<file path="config.mk">
export PLATFORM = sky130hd
export DESIGN_NAME = axil_reg_responder
export DESIGN_NICKNAME = d
export VERILOG_FILES = /design/src/rtl/axil_resp_pkg.sv /design/src/rtl/axil_resp_addr_decode.sv /design/src/rtl/axil_reg_responder.sv
export SDC_FILE = /design/constraint.sdc
export NUM_CORES = 1
export LEC_CHECK = 0
export CAP_MARGIN = 0
export CELL_PAD_IN_SITES_DETAIL_PLACEMENT = 0
export CELL_PAD_IN_SITES_GLOBAL_PLACEMENT = 1
export CORE_UTILIZATION = 35
export CTS_CLUSTER_DIAMETER = 200
export DETAILED_ROUTE_END_ITERATION = 6
export GPL_ROUTABILITY_DRIVEN = 0
export PLACE_DENSITY = 0.77
export SLEW_MARGIN = 5
export SYNTH_ARGS = -nofsm -noshare
export SYNTH_HDL_FRONTEND = slang
export SYNTH_SLANG_ARGS = --single-unit
export TNS_END_PERCENT = 50
</file>
<file path="constraint.sdc">
create_clock -name clock -period 2.55 [get_ports clock]
set_clock_uncertainty 0.1 [all_clocks]
set_input_delay 0.51 -clock clock [delete_from_list [all_inputs] [get_ports clock]]
set_output_delay 0.51 -clock clock [all_outputs]
set_load 0.02 [all_outputs]
</file>
<file path="src/rtl/axil_resp_pkg.sv">
// ---------------------------------------------------------------------------
// axil_resp_pkg
// Shared definitions for the AXI4-Lite register responder:
//   - REG_WIDTH      : width of every register in the register file (32)
//   - RESP_OKAY      : AXI response code for a normal access
//   - RESP_SLVERR    : AXI response code for a slave error
//   - write_state_t  : write-channel FSM states (W_IDLE, W_RESP)
//   - read_state_t   : read-channel FSM states (R_IDLE, R_DATA)
// ---------------------------------------------------------------------------
package axil_resp_pkg;

    localparam int REG_WIDTH = 32;

    localparam logic [1:0] RESP_OKAY   = 2'b00;
    localparam logic [1:0] RESP_SLVERR = 2'b10;

    typedef enum logic {
        W_IDLE,
        W_RESP
    } write_state_t;

    typedef enum logic {
        R_IDLE,
        R_DATA
    } read_state_t;

endpackage

</file>
<file path="src/rtl/axil_resp_addr_decode.sv">
// ---------------------------------------------------------------------------
// axil_resp_addr_decode
// Purely combinational address decoder for the register responder.
// The byte offset from BASE_ADDRESS is computed with 32-bit wrap-around, so
// addresses below the base land far out of range rather than aliasing.
// Ports:
//   addr     in   32      byte address presented on a channel
//   in_range out  1       offset falls inside the register window
//   index    out  IDX_W   register number (offset bits [IDX_W+1:2])
// ---------------------------------------------------------------------------
module axil_resp_addr_decode #(
    parameter logic [31:0] BASE_ADDRESS = 32'h43c00000,
    parameter int          N_REGISTERS  = 8,
    parameter int          IDX_W        = $clog2(N_REGISTERS)
) (
    input  logic [31:0]      addr,
    output logic             in_range,
    output logic [IDX_W-1:0] index
);

    localparam logic [31:0] SPAN = 32'(4 * N_REGISTERS);

    logic [31:0] offset;

    // The two lowest offset bits select a byte inside a register and are
    // deliberately dropped, so unaligned addresses hit the enclosing register.
    always_comb begin
        offset   = addr - BASE_ADDRESS;
        in_range = (offset < SPAN);
        index    = offset[IDX_W+1:2];
    end

endmodule

</file>
<file path="src/rtl/axil_reg_responder.sv">
// ---------------------------------------------------------------------------
// axil_reg_responder
// AXI4-Lite slave exposing N_REGISTERS 32-bit read/write registers starting
// at BASE_ADDRESS. Write and read channels run independent FSMs.
// Build option: define AXIL_RESP_SLVERR_EN to answer out-of-range accesses
// with SLVERR; by default they complete with OKAY (reads return zero).
// Ports:
//   clock, reset                 sole clock, synchronous active-high reset
//   axi_aw*/axi_w*/axi_b*        write address, write data, write response
//   axi_ar*/axi_r*               read address, read data/response
//   reg_out                      flattened registers, reg k at [32k+31:32k]
//   write_strobe                 one-cycle pulse per register updated
// ---------------------------------------------------------------------------
module axil_reg_responder
    import axil_resp_pkg::*;
#(
    parameter logic [31:0] BASE_ADDRESS = 32'h43c00000,
    parameter int          N_REGISTERS  = 8
) (
    input  logic                           clock,
    input  logic                           reset,
    input  logic [31:0]                    axi_awaddr,
    input  logic                           axi_awvalid,
    output logic                           axi_awready,
    input  logic [31:0]                    axi_wdata,
    input  logic [3:0]                     axi_wstrb,
    input  logic                           axi_wvalid,
    output logic                           axi_wready,
    output logic [1:0]                     axi_bresp,
    output logic                           axi_bvalid,
    input  logic                           axi_bready,
    input  logic [31:0]                    axi_araddr,
    input  logic                           axi_arvalid,
    output logic                           axi_arready,
    output logic [31:0]                    axi_rdata,
    output logic [1:0]                     axi_rresp,
    output logic                           axi_rvalid,
    input  logic                           axi_rready,
    output logic [REG_WIDTH*N_REGISTERS-1:0] reg_out,
    output logic [N_REGISTERS-1:0]         write_strobe
);

    localparam int IDX_W = $clog2(N_REGISTERS);

`ifdef AXIL_RESP_SLVERR_EN
    localparam logic [1:0] OOR_RESP = RESP_SLVERR;
`else
    localparam logic [1:0] OOR_RESP = RESP_OKAY;
`endif

    write_state_t w_state, w_state_next;
    read_state_t  r_state, r_state_next;

    logic                 aw_latched, w_latched;
    logic [31:0]          aw_addr_q;
    logic [31:0]          w_data_q;
    logic [3:0]           w_strb_q;
    logic                 write_fire, write_done, read_fire;
    logic                 w_in_range, r_in_range;
    logic [IDX_W-1:0]     w_index, r_index;
    logic [REG_WIDTH-1:0] regs [N_REGISTERS];

    axil_resp_addr_decode #(
        .BASE_ADDRESS (BASE_ADDRESS),
        .N_REGISTERS  (N_REGISTERS),
        .IDX_W        (IDX_W)
    ) u_write_decode (
        .addr     (aw_addr_q),
        .in_range (w_in_range),
        .index    (w_index)
    );

    axil_resp_addr_decode #(
        .BASE_ADDRESS (BASE_ADDRESS),
        .N_REGISTERS  (N_REGISTERS),
        .IDX_W        (IDX_W)
    ) u_read_decode (
        .addr     (axi_araddr),
        .in_range (r_in_range),
        .index    (r_index)
    );

    // Ready signals are forced low while reset is held so no handshake can
    // complete during reset; they come back as soon as reset is released.
    assign axi_awready = !reset && (w_state == W_IDLE) && !aw_latched;
    assign axi_wready  = !reset && (w_state == W_IDLE) && !w_latched;
    assign axi_arready = !reset && (r_state == R_IDLE);
    assign axi_bvalid  = (w_state == W_RESP);
    assign axi_rvalid  = (r_state == R_DATA);

    // State registers for both channel FSMs.
    always_ff @(posedge clock) begin
        if (reset) begin
            w_state <= W_IDLE;
            r_state <= R_IDLE;
        end else begin
            w_state <= w_state_next;
            r_state <= r_state_next;
        end
    end

    // Write FSM: once both address and data are held, commit the write and
    // present the response until the master takes it.
    always_comb begin
        w_state_next = w_state;
        write_fire   = 1'b0;
        write_done   = 1'b0;
        case (w_state)
            W_IDLE: begin
                if (aw_latched && w_latched) begin
                    write_fire   = 1'b1;
                    w_state_next = W_RESP;
                end
            end
            W_RESP: begin
                if (axi_bready) begin
                    write_done   = 1'b1;
                    w_state_next = W_IDLE;
                end
            end
            default: w_state_next = W_IDLE;
        endcase
    end

    // Read FSM: a single-entry pipeline, address accepted in R_IDLE and the
    // registered data held in R_DATA until the master consumes it.
    always_comb begin
        r_state_next = r_state;
        read_fire    = 1'b0;
        case (r_state)
            R_IDLE: begin
                if (axi_arvalid) begin
                    read_fire    = 1'b1;
                    r_state_next = R_DATA;
                end
            end
            R_DATA: begin
                if (axi_rready) begin
                    r_state_next = R_IDLE;
                end
            end
            default: r_state_next = R_IDLE;
        endcase
    end

    // AW and W are captured independently so the master may present them in
    // either order; both latches are released together when the response
    // handshake completes.
    always_ff @(posedge clock) begin
        if (reset) begin
            aw_latched <= 1'b0;
            w_latched  <= 1'b0;
            aw_addr_q  <= '0;
            w_data_q   <= '0;
            w_strb_q   <= '0;
        end else if (write_done) begin
            aw_latched <= 1'b0;
            w_latched  <= 1'b0;
        end else begin
            if (axi_awvalid && axi_awready) begin
                aw_latched <= 1'b1;
                aw_addr_q  <= axi_awaddr;
            end
            if (axi_wvalid && axi_wready) begin
                w_latched <= 1'b1;
                w_data_q  <= axi_wdata;
                w_strb_q  <= axi_wstrb;
            end
        end
    end

    // Register file update and write response. The strobe pulses for any
    // in-range write, even with no byte lanes enabled, so software can use
    // a zero-strobe write as a pure notification.
    always_ff @(posedge clock) begin
        if (reset) begin
            for (int k = 0; k < N_REGISTERS; k++) begin
                regs[k] <= '0;
            end
            write_strobe <= '0;
            axi_bresp    <= RESP_OKAY;
        end else begin
            write_strobe <= '0;
            if (write_fire) begin
                axi_bresp <= w_in_range ? RESP_OKAY : OOR_RESP;
                if (w_in_range) begin
                    write_strobe[w_index] <= 1'b1;
                    for (int b = 0; b < 4; b++) begin
                        if (w_strb_q[b]) begin
                            regs[w_index][8*b +: 8] <= w_data_q[8*b +: 8];
                        end
                    end
                end
            end
        end
    end

    // Read data capture. Sampling the register array with the same edge that
    // may commit a write means a coincident read sees the old contents.
    always_ff @(posedge clock) begin
        if (reset) begin
            axi_rdata <= '0;
            axi_rresp <= RESP_OKAY;
        end else if (read_fire) begin
            axi_rdata <= r_in_range ? regs[r_index] : '0;
            axi_rresp <= r_in_range ? RESP_OKAY : OOR_RESP;
        end
    end

    // Flatten the register array onto the reg_out bus.
    always_comb begin
        reg_out = '0;
        for (int k = 0; k < N_REGISTERS; k++) begin
            reg_out[REG_WIDTH*k +: REG_WIDTH] = regs[k];
        end
    end

endmodule

</file>
# Word-level counts from Yosys, hierarchy flattened
# Memories as Yosys holds them, arrays and structs flattened.
# Cells that the tools add are included.
# word_totals
n_memories,1
wordCells,75
ramBits,256
input_bits,107
regBits,112
# classes
mux,38
reduce_logical,16
magnitude_cmp,4
n_bitwise,5
add_sub_neg,2
# mem_list
memory,depth,word_bits,rd,rd_ports_with_merged_regs,write_ports,line_no,source
regs,8,32,9,0,8,axil_reg_responder.sv:61,logic [REG_WIDTH-1:0] regs [N_REGISTERS];
# ops
operator,n
"32-bit by 6-bit less-than comparator with 1-bit output, second input constant",2
32-bit two-way mux,2
"32-bit by 31-bit subtractor with 32-bit output, second input constant",2
32-bit OR reduction,1
1-bit two-way mux,31
1-bit logical AND,8
1-bit NOT,5
"3-bit by 4-bit less-than comparator with 1-bit output, second input constant",1
4-bit two-way mux,1
1-bit case mux with 2 select lines,2
2-bit AND reduction,2
1-bit demux with 3-bit select,1
"3-bit by 1-bit greater-or-equal comparator with 1-bit output, second input constant",1
1-bit logical NOT,3
3-bit two-way mux,1
3-bit OR reduction,1
2-bit OR reduction,1

# Logic depth before layout (Yosys ltp)
# Gate-level depths: netlist of the first run.
# logic_depth
depth_word,8
depth_mapped,9
ltp_nobuf,4

# Cells and area by module
# From an unflattened synthesis of the first run, not the netlist that was laid out.
# hier_totals
hier_cells,1272
hier_area_um2,16060.4
# by_module_without_submodules
mod,area_each_um2,cells_each,n_inst,seq_area_each_um2
axil_reg_responder,15867.7,1244,1,9929.5
axil_resp_addr_decode,96.3,14,2,0.0

# Worst setup path before layout of the first run
# OpenSTA, ideal clock, no wires.
# synth_path
path_kind,input to register
start,input port reset
end,"memory regs[0][24], enable pin"
required_time_ns,2.138
t_arrival_ns,1.967
stages,8
setup_slack_ns,0.171
n_path_buf,4
setup_time_ns,0.312
path_cell_list,clkbuf_1 > nor4bb_1 > and4_1 > clkbuf_1 > and2_1 > buf_2 > buf_2 > a31o_2
# synth_rtl
item,line_no,source
"start, declared",axil_reg_responder.sv:21,"input logic reset,"
"end, declared",axil_reg_responder.sv:61,

==> results.ini, run 1 <==
[timing]
finalCritPeriodShare_pct = 97.8
fmax_mhz = 401
grt_setup_unrepaired = yes
setup_viol = 0
slew_headroom_pct = 53.1
worst_pin_slew_ps = 702
setup_slack_ps = 55.9
maxSlewViolCount = 0
tns_ps = 0
fin_crit_ps = 2490
hold_viol = 0

[clocking]
cts_hold_buf = 0
post_cts_buffers = 0
clkSlewWorstSetupHoldPaths_ps = 60
insertion_delay_ps = 550
h-tree-depth = 2
clkSinkCount = 366
clock_path_buffers = 3
cts-root-buf = clkbuf_16
cts_buffers = 40
cts_tree = done

[synth]
synth_cell_types = 32
ys_warn_count = 0
syn-mean-instance-area_sq_um = 13.0
yosysSeqAreaShare_pct = 61.5
ys_ff_latch = 366
syn-instance-count = 1233
synth_area_sq_um = 16100

[drt]
drtAntennaViolNets = 0
drcViolationCount = 0
firstDrtPassIters = 5
vias_per_cell = 5.33
finalWirelength_um = 50200
num_vias = 11900
dr.first_iter.drc_count = 678
wl_per_cell_um = 22.5

[floorplan]
die_area_sq_um = 46800
num_io_pins = 412
start_util_pct = 35.5
rows = 78
die_y_um = 216
die_width_um = 216
core_area_sq_um = 45300

[final_layout]
layout_common_cells = 397 x clkdlybuf4s50_1, 256 x edfxtp_1, 201 x and4_1
nets = 1709
final_common_cell = clkdlybuf4s50_1
n_antenna_cell = 0
area_delta_synth_final_pct = 38.3
drive_gt1_share_pct = 14.2
fillerInstances = 3938
final_core_util_pct = 49.1

[worst_setup_path]
critical_path.max_fanout = 54
path_class = flop to flop
cp-end-kind = flop
endpoint = regs[7][0]
rrSetupSlack_ps = 60
r2r_start = aw_addr_q[17]
required_ps = 2670
arrival_ps = 2620
start_kind = flop
r2r_end = regs[7][0]
rr_worst_depth = 5
crit_path_start = aw_addr_q[17]

[placed_design]
dp.final_hpwl_um = 36700
dpl_worst_slack_ps = -39.8
io_buffers = 403

[power_and_ir_drop]
peakVddDrop_v = 0.000388
power_leakage_uw = 0.00788
powerDensity_nw_per_um2 = 626

[global_routing]
grt_pass1_wl_um = 74100
grt_max_degree = 65
grt_pass1_vias = 11900
grt_overflow = 0
antenna_found_initial = 1
grt_use_total_pct = 21.1

[status]
status = finished, final reports clean

[worst_hold_path]
hold_path.class = primary input to flop

[flow_run]
cap_viol_max_count = 0

==> through the flow <==
| step | hold slack [ps] | total power, uW | cell area [sq um] | cells |
|---|---|---|---|---|
| 3_5_place_dp | 342 | 8220 | 20900 | 2160 |
| 6_report | 134 | 13900 | 22200 | 2232 |
| 4_1_cts | 112 | 14000 | 22200 | 2232 |
| 2_1_floorplan | 331 | 7460 | 16100 | 1236 |
| 5_1_grt | 132 | 14300 | 22200 | 2232 |
| 3_3_place_gp | 337 | 8210 | 20900 | 2160 |
==> routing by layer <==
| metal | vias to the layer above | wire length, um | GRT usage [%] |
|---|---|---|---|
| li1 | 5483 | - | - |
| met5 | - | 13 | 0 |
| met2 | 476 | 24600 | 35.6 |
| met4 | 2 | 1780 | 8.47 |
| met3 | 87 | 3520 | 4.58 |
| met1 | 5849 | 20300 | 26.1 |
==> layout make-up <==
cell class	instances	area (sq um)	area share (%)
Clock buffer	56	1160	5.21
Clock inverter	16	164	0.738
Inverter	1	3.75	0.0169
Multi-Input combinational cell	735	5680	25.5
Sequential cell	366	9890	44.5
Tap cell	600	751	3.38
Timing Repair Buffer	458	4580	20.6
==> cells by family (layout without fill, tap and decap cells) <==
kind of cell	count (synthesis)	count (layout)	share of synthesized area (%)
other cells	1	4	0.0233
compound gates	133	133	4.89
flops	366	366	61.5
mux	96	96	11.0
simple gates	502	502	19.0
buf+inv	135	531	3.61
==> flip-flops by register name (all words and copies together), names as in the netlist <==
register      flops
w_strb_q          4
aw_latched        1
w_latched         1
aw_addr_q        30
w_data_q         32
axi_bvalid        1
write_strobe      8
regs            256
axi_rvalid        1
axi_rdata        32
==> worst max-delay path, stage by stage (launching register included) <==
cell,delay [ps]
dfxtp_1,310
or4_1,580
nor4_4,330
and2_4,230
buf_12,230
a31o_2,360
==> worst min-delay path by stage <==
stage | startpoint | endpoint | slack, ps | cells past startpoint
2_1_floorplan | aw_addr_q[28] | aw_addr_q[28] | 330 | 2
3_3_place_gp | axi_rdata[15] | axi_rdata[15] | 340 | 2
3_5_place_dp | axi_rdata[31] | axi_rdata[31] | 340 | 2
4_1_cts | reset | aw_addr_q[11] | 110 | 2
5_1_grt | reset | aw_addr_q[5] | 130 | 2
6_report | reset | axi_bvalid | 130 | 2
==> timing repair <==
action / CTS / global route
resized for setup: 0 / 5
endpoints found under the hold margin: 0 / 0
setup endpoints to repair: 0 / 87
==> power breakdown <==
group | switching [uW] | internal (uW) | total, uW | leakage (uW)
registers | 178 | 6530 | 6710 | 0.00353
clock network | 2340 | 3480 | 5820 | 0.000654
logic | 721 | 660 | 1380 | 0.00370
total | 3240 | 10700 | 13900 | 0.00788
==> cell usage after synthesis <==
| cell type | count | area share (%) |
|---|---|---|
| dfxtp_1 | 110 | 14 |
| nor4_4 | 1 | 0.13 |
| nor4_1 | 7 | 0.27 |
| nor3_1 | 11 | 0.34 |
| and3_1 | 4 | 0.16 |
| mux2_2 | 1 | 0.070 |
| nor2_1 | 59 | 1.4 |
| nand4b_1 | 1 | 0.055 |
| or3b_2 | 1 | 0.055 |
| o21ai_0 | 32 | 1.0 |
| nand3_1 | 3 | 0.093 |
| nor2b_1 | 10 | 0.39 |
| nand2b_1 | 1 | 0.039 |
| buf_1 | 5 | 0.12 |
| nor4b_1 | 1 | 0.055 |
| nand4_1 | 2 | 0.078 |
| or4_1 | 3 | 0.14 |
| inv_1 | 1 | 0.023 |
| mux2i_1 | 31 | 1.9 |
| a31o_2 | 32 | 1.7 |
| edfxtp_1 | 256 | 48 |
| mux4_2 | 64 | 9.0 |
| nand2_1 | 186 | 4.3 |
| a21oi_1 | 69 | 2.1 |
| buf_4 | 16 | 0.75 |
| or4b_1 | 1 | 0.062 |
| and4_1 | 201 | 11 |
| and2_1 | 9 | 0.35 |
| buf_2 | 11 | 0.34 |
| conb_1 | 1 | 0.023 |
| nor4bb_1 | 1 | 0.062 |
| clkbuf_1 | 102 | 2.4 |
Note: power is estimated with default switching activity, not from simulation.
==> run 2: changes to the inputs <==
--- a/config.mk
+++ b/config.mk
@@ -12,7 +12,7 @@
 export CTS_CLUSTER_DIAMETER = 200
 export DETAILED_ROUTE_END_ITERATION = 6
 export GPL_ROUTABILITY_DRIVEN = 0
-export PLACE_DENSITY = 0.77
+export PLACE_DENSITY = 0.76
 export SLEW_MARGIN = 5
 export SYNTH_ARGS = -nofsm -noshare
 export SYNTH_HDL_FRONTEND = slang
==> run 2 against run 1 <==
  * Core utilization grew 0.47 points
  * Design area grew 0.96%
  * Global-route usage grew 0.25 points
  * Sequential share of layout area shrank 0.42 points
  * Via count is essentially flat
  * Wire length grew 1.0%
  * Die area is the same
  * Register-to-register slack gained 60 ps
  * Count of clock-buffer cells in the layout shrank 3
  * Sequential cell count is the same
  * Critical endpoint is now regs[1][1]
  * Largest power group unchanged
==> results.ini, run 2 (synthesized netlist as in run 1, its figures left out) <==
[status]
status = finished, final reports clean  ; unchanged

[worst_setup_path]
arrival_ps = 2570  ; was 2620 ps
r2r_end = regs[1][1]  ; was regs[7][0]
r2r_start = aw_addr_q[17]  ; unchanged
rrSetupSlack_ps = 120  ; was 60 ps
critical_path.max_fanout = 41  ; was 54
rr_worst_depth = 5  ; unchanged
required_ps = 2680  ; was 2670 ps
start_kind = flop  ; unchanged
cp-end-kind = flop  ; unchanged
path_class = flop to flop  ; unchanged

[worst_hold_path]
hold_depth = 3  ; was 2
hold_end = aw_addr_q[14]  ; was axi_bvalid
hold_path.class = primary input to flop  ; unchanged
hold_path_startpoint = reset  ; unchanged

[final_layout]
largest_reg_flops = 256  ; unchanged
regMostFlops = regs  ; unchanged
area_delta_synth_final_pct = 39.6  ; was 38.3%
n_antenna_cell = 0  ; unchanged
drive_gt1_share_pct = 15.1  ; was 14.2%
final_common_cell = clkdlybuf4s50_1  ; unchanged
fillerInstances = 3921  ; was 3938
top_regs = regs x256, axi_rdata x32, w_data_q x32  ; unchanged
layout_common_cells = 397 x clkdlybuf4s50_1, 256 x edfxtp_1, 201 x and4_1  ; unchanged
nets = 1720  ; was 1709

[global_routing]
antenna_found_initial = 1  ; unchanged
grt_use_total_pct = 21.3  ; was 21.1%
grt_max_degree = 55  ; was 65
grt_pass1_vias = 11700  ; was 11900
grt_pass1_wl_um = 74800  ; was 74100 um
grt_overflow = 0  ; unchanged

[floorplan]
rows = 78  ; unchanged
die_area_sq_um = 46800  ; unchanged
core_area_sq_um = 45300  ; unchanged
die_width_um = 216  ; unchanged
num_io_pins = 412  ; unchanged
die_y_um = 216  ; unchanged
start_util_pct = 35.5  ; unchanged

[power_and_ir_drop]
total_power_uw = 14500  ; was 13900 uW
peakVddDrop_v = 0.000351  ; was 0.000388 V
powerDensity_nw_per_um2 = 648  ; was 626 nW/um^2
power_leakage_uw = 0.00798  ; was 0.00788 uW

[clocking]
cts_buffers = 41  ; was 40
insertion_delay_ps = 560  ; was 550 ps
h-tree-depth = 2  ; unchanged
clock_path_buffers = 3  ; unchanged
cts-root-buf = clkbuf_16  ; unchanged
post_cts_buffers = 0  ; unchanged
cts_tree = done  ; unchanged
clkSlewWorstSetupHoldPaths_ps = 60  ; about the same
clkSinkCount = 366  ; unchanged

[drt]
wl_per_cell_um = 22.6  ; was 22.5 um
drtAntennaViolNets = 0  ; unchanged
num_vias = 11900  ; about the same
drcViolationCount = 0  ; unchanged
firstDrtPassIters = 4  ; was 5
dr.first_iter.drc_count = 690  ; was 678
finalWirelength_um = 50700  ; was 50200 um
vias_per_cell = 5.30  ; was 5.33

[flow_run]
cap_viol_max_count = 0  ; unchanged

[timing]
slew_headroom_pct = 54.2  ; was 53.1%
maxSlewViolCount = 0  ; unchanged
hold_viol = 0  ; unchanged
finalCritPeriodShare_pct = 95.4  ; was 97.8%
worst_pin_slew_ps = 683  ; was 702 ps
grt_setup_unrepaired = no  ; was yes
fmax_mhz = 411  ; was 401 MHz
fin_crit_ps = 2430  ; was 2490 ps
holdWs_ps = 219  ; was 134 ps
setup_viol = 0  ; unchanged

[placed_design]
io_buffers = 403  ; unchanged
dp.final_hpwl_um = 37600  ; was 36700 um

[run 2: changes by cell type in the layout (fill, tap and decap cells not counted), sizes merged]
cell,before,now
buf,59,69
bufinv,3,7
clkbuf,56,53
clkinvlp,2,5
dlygate4sd2,0,2
dlymetal6s2s,2,0
clkinv,10,9
inv,2,3
[run 2: worst max-delay path by stage]
| stage | start | cells after the start | endpoint |
|---|---|---|---|
| after floorplan | reset | 8 | regs[0][24] |
| after global placement | axi_araddr[11] | 7 | axi_rdata[14] |
| after detailed placement | axi_araddr[15] | 7 | axi_rdata[14] |
| after CTS | aw_addr_q[29] | 6 | regs[5][22] |
| after global routing | aw_addr_q[29] | 5 | regs[5][2] |
| final | aw_addr_q[17] | 5 | regs[1][1] |
[run 2: final cells by class]
cell class / count / area [sq um] / area share [%]
Tap cell: 600 / 751 / 3.35
Sequential cell: 366 / 9890 / 44.1
Timing Repair Buffer: 468 / 4640 / 20.7
Inverter: 1 / 3.75 / 0.0167
Clock buffer: 53 / 1180 / 5.28
Clock inverter: 23 / 307 / 1.37
Multi-Input combinational cell: 735 / 5660 / 25.2
[run 2: stage by stage]
step                      utilization (%)  worst slack, ps  instance area, sq um  TNS (ps)  instances
after CTS                            49.5             27.1                 22400         0       2246
after global placement               46.2            -95.2                 20900     -2680       2170
after global routing                 49.5             8.73                 22400         0       2246
after detailed placement             46.2             -155                 20900     -4270       2170
final                                49.5              116                 22400         0       2246
after floorplan                         -              171                 16100         0       1236
[run 2: power breakdown]
part | internal (uW) | switching (uW) | leakage (uW)
Clock | 4000 | 2440 | 0.000724
Sequential | 6530 | 174 | 0.00353
Combinational | 663 | 732 | 0.00372
Total | 11200 | 3340 | 0.00798
[run 2: worst max-delay path, stage by stage, from the launching register on]
cell and delay, ps:
dfxtp_1 300, or4_1 580, nor4_4 310, and2_4 250, buf_12 200, a31o_2 350
[run 2: layer usage]
layer	vias up	GRT usage, %	routed length (um)
met5	-	0	14
met4	2	7.58	1640
met3	89	5.29	3310
met2	429	35.4	24600
met1	5875	26.9	21100
li1	5507	-	-
[run 2: repair_timing]
action | 4_1_cts | 5_1_grt
pin swaps | 0 | 0
gates resized for setup | 2 | 3
endpoints found under the setup margin | 2 | 54
hold buffers | 0 | 0
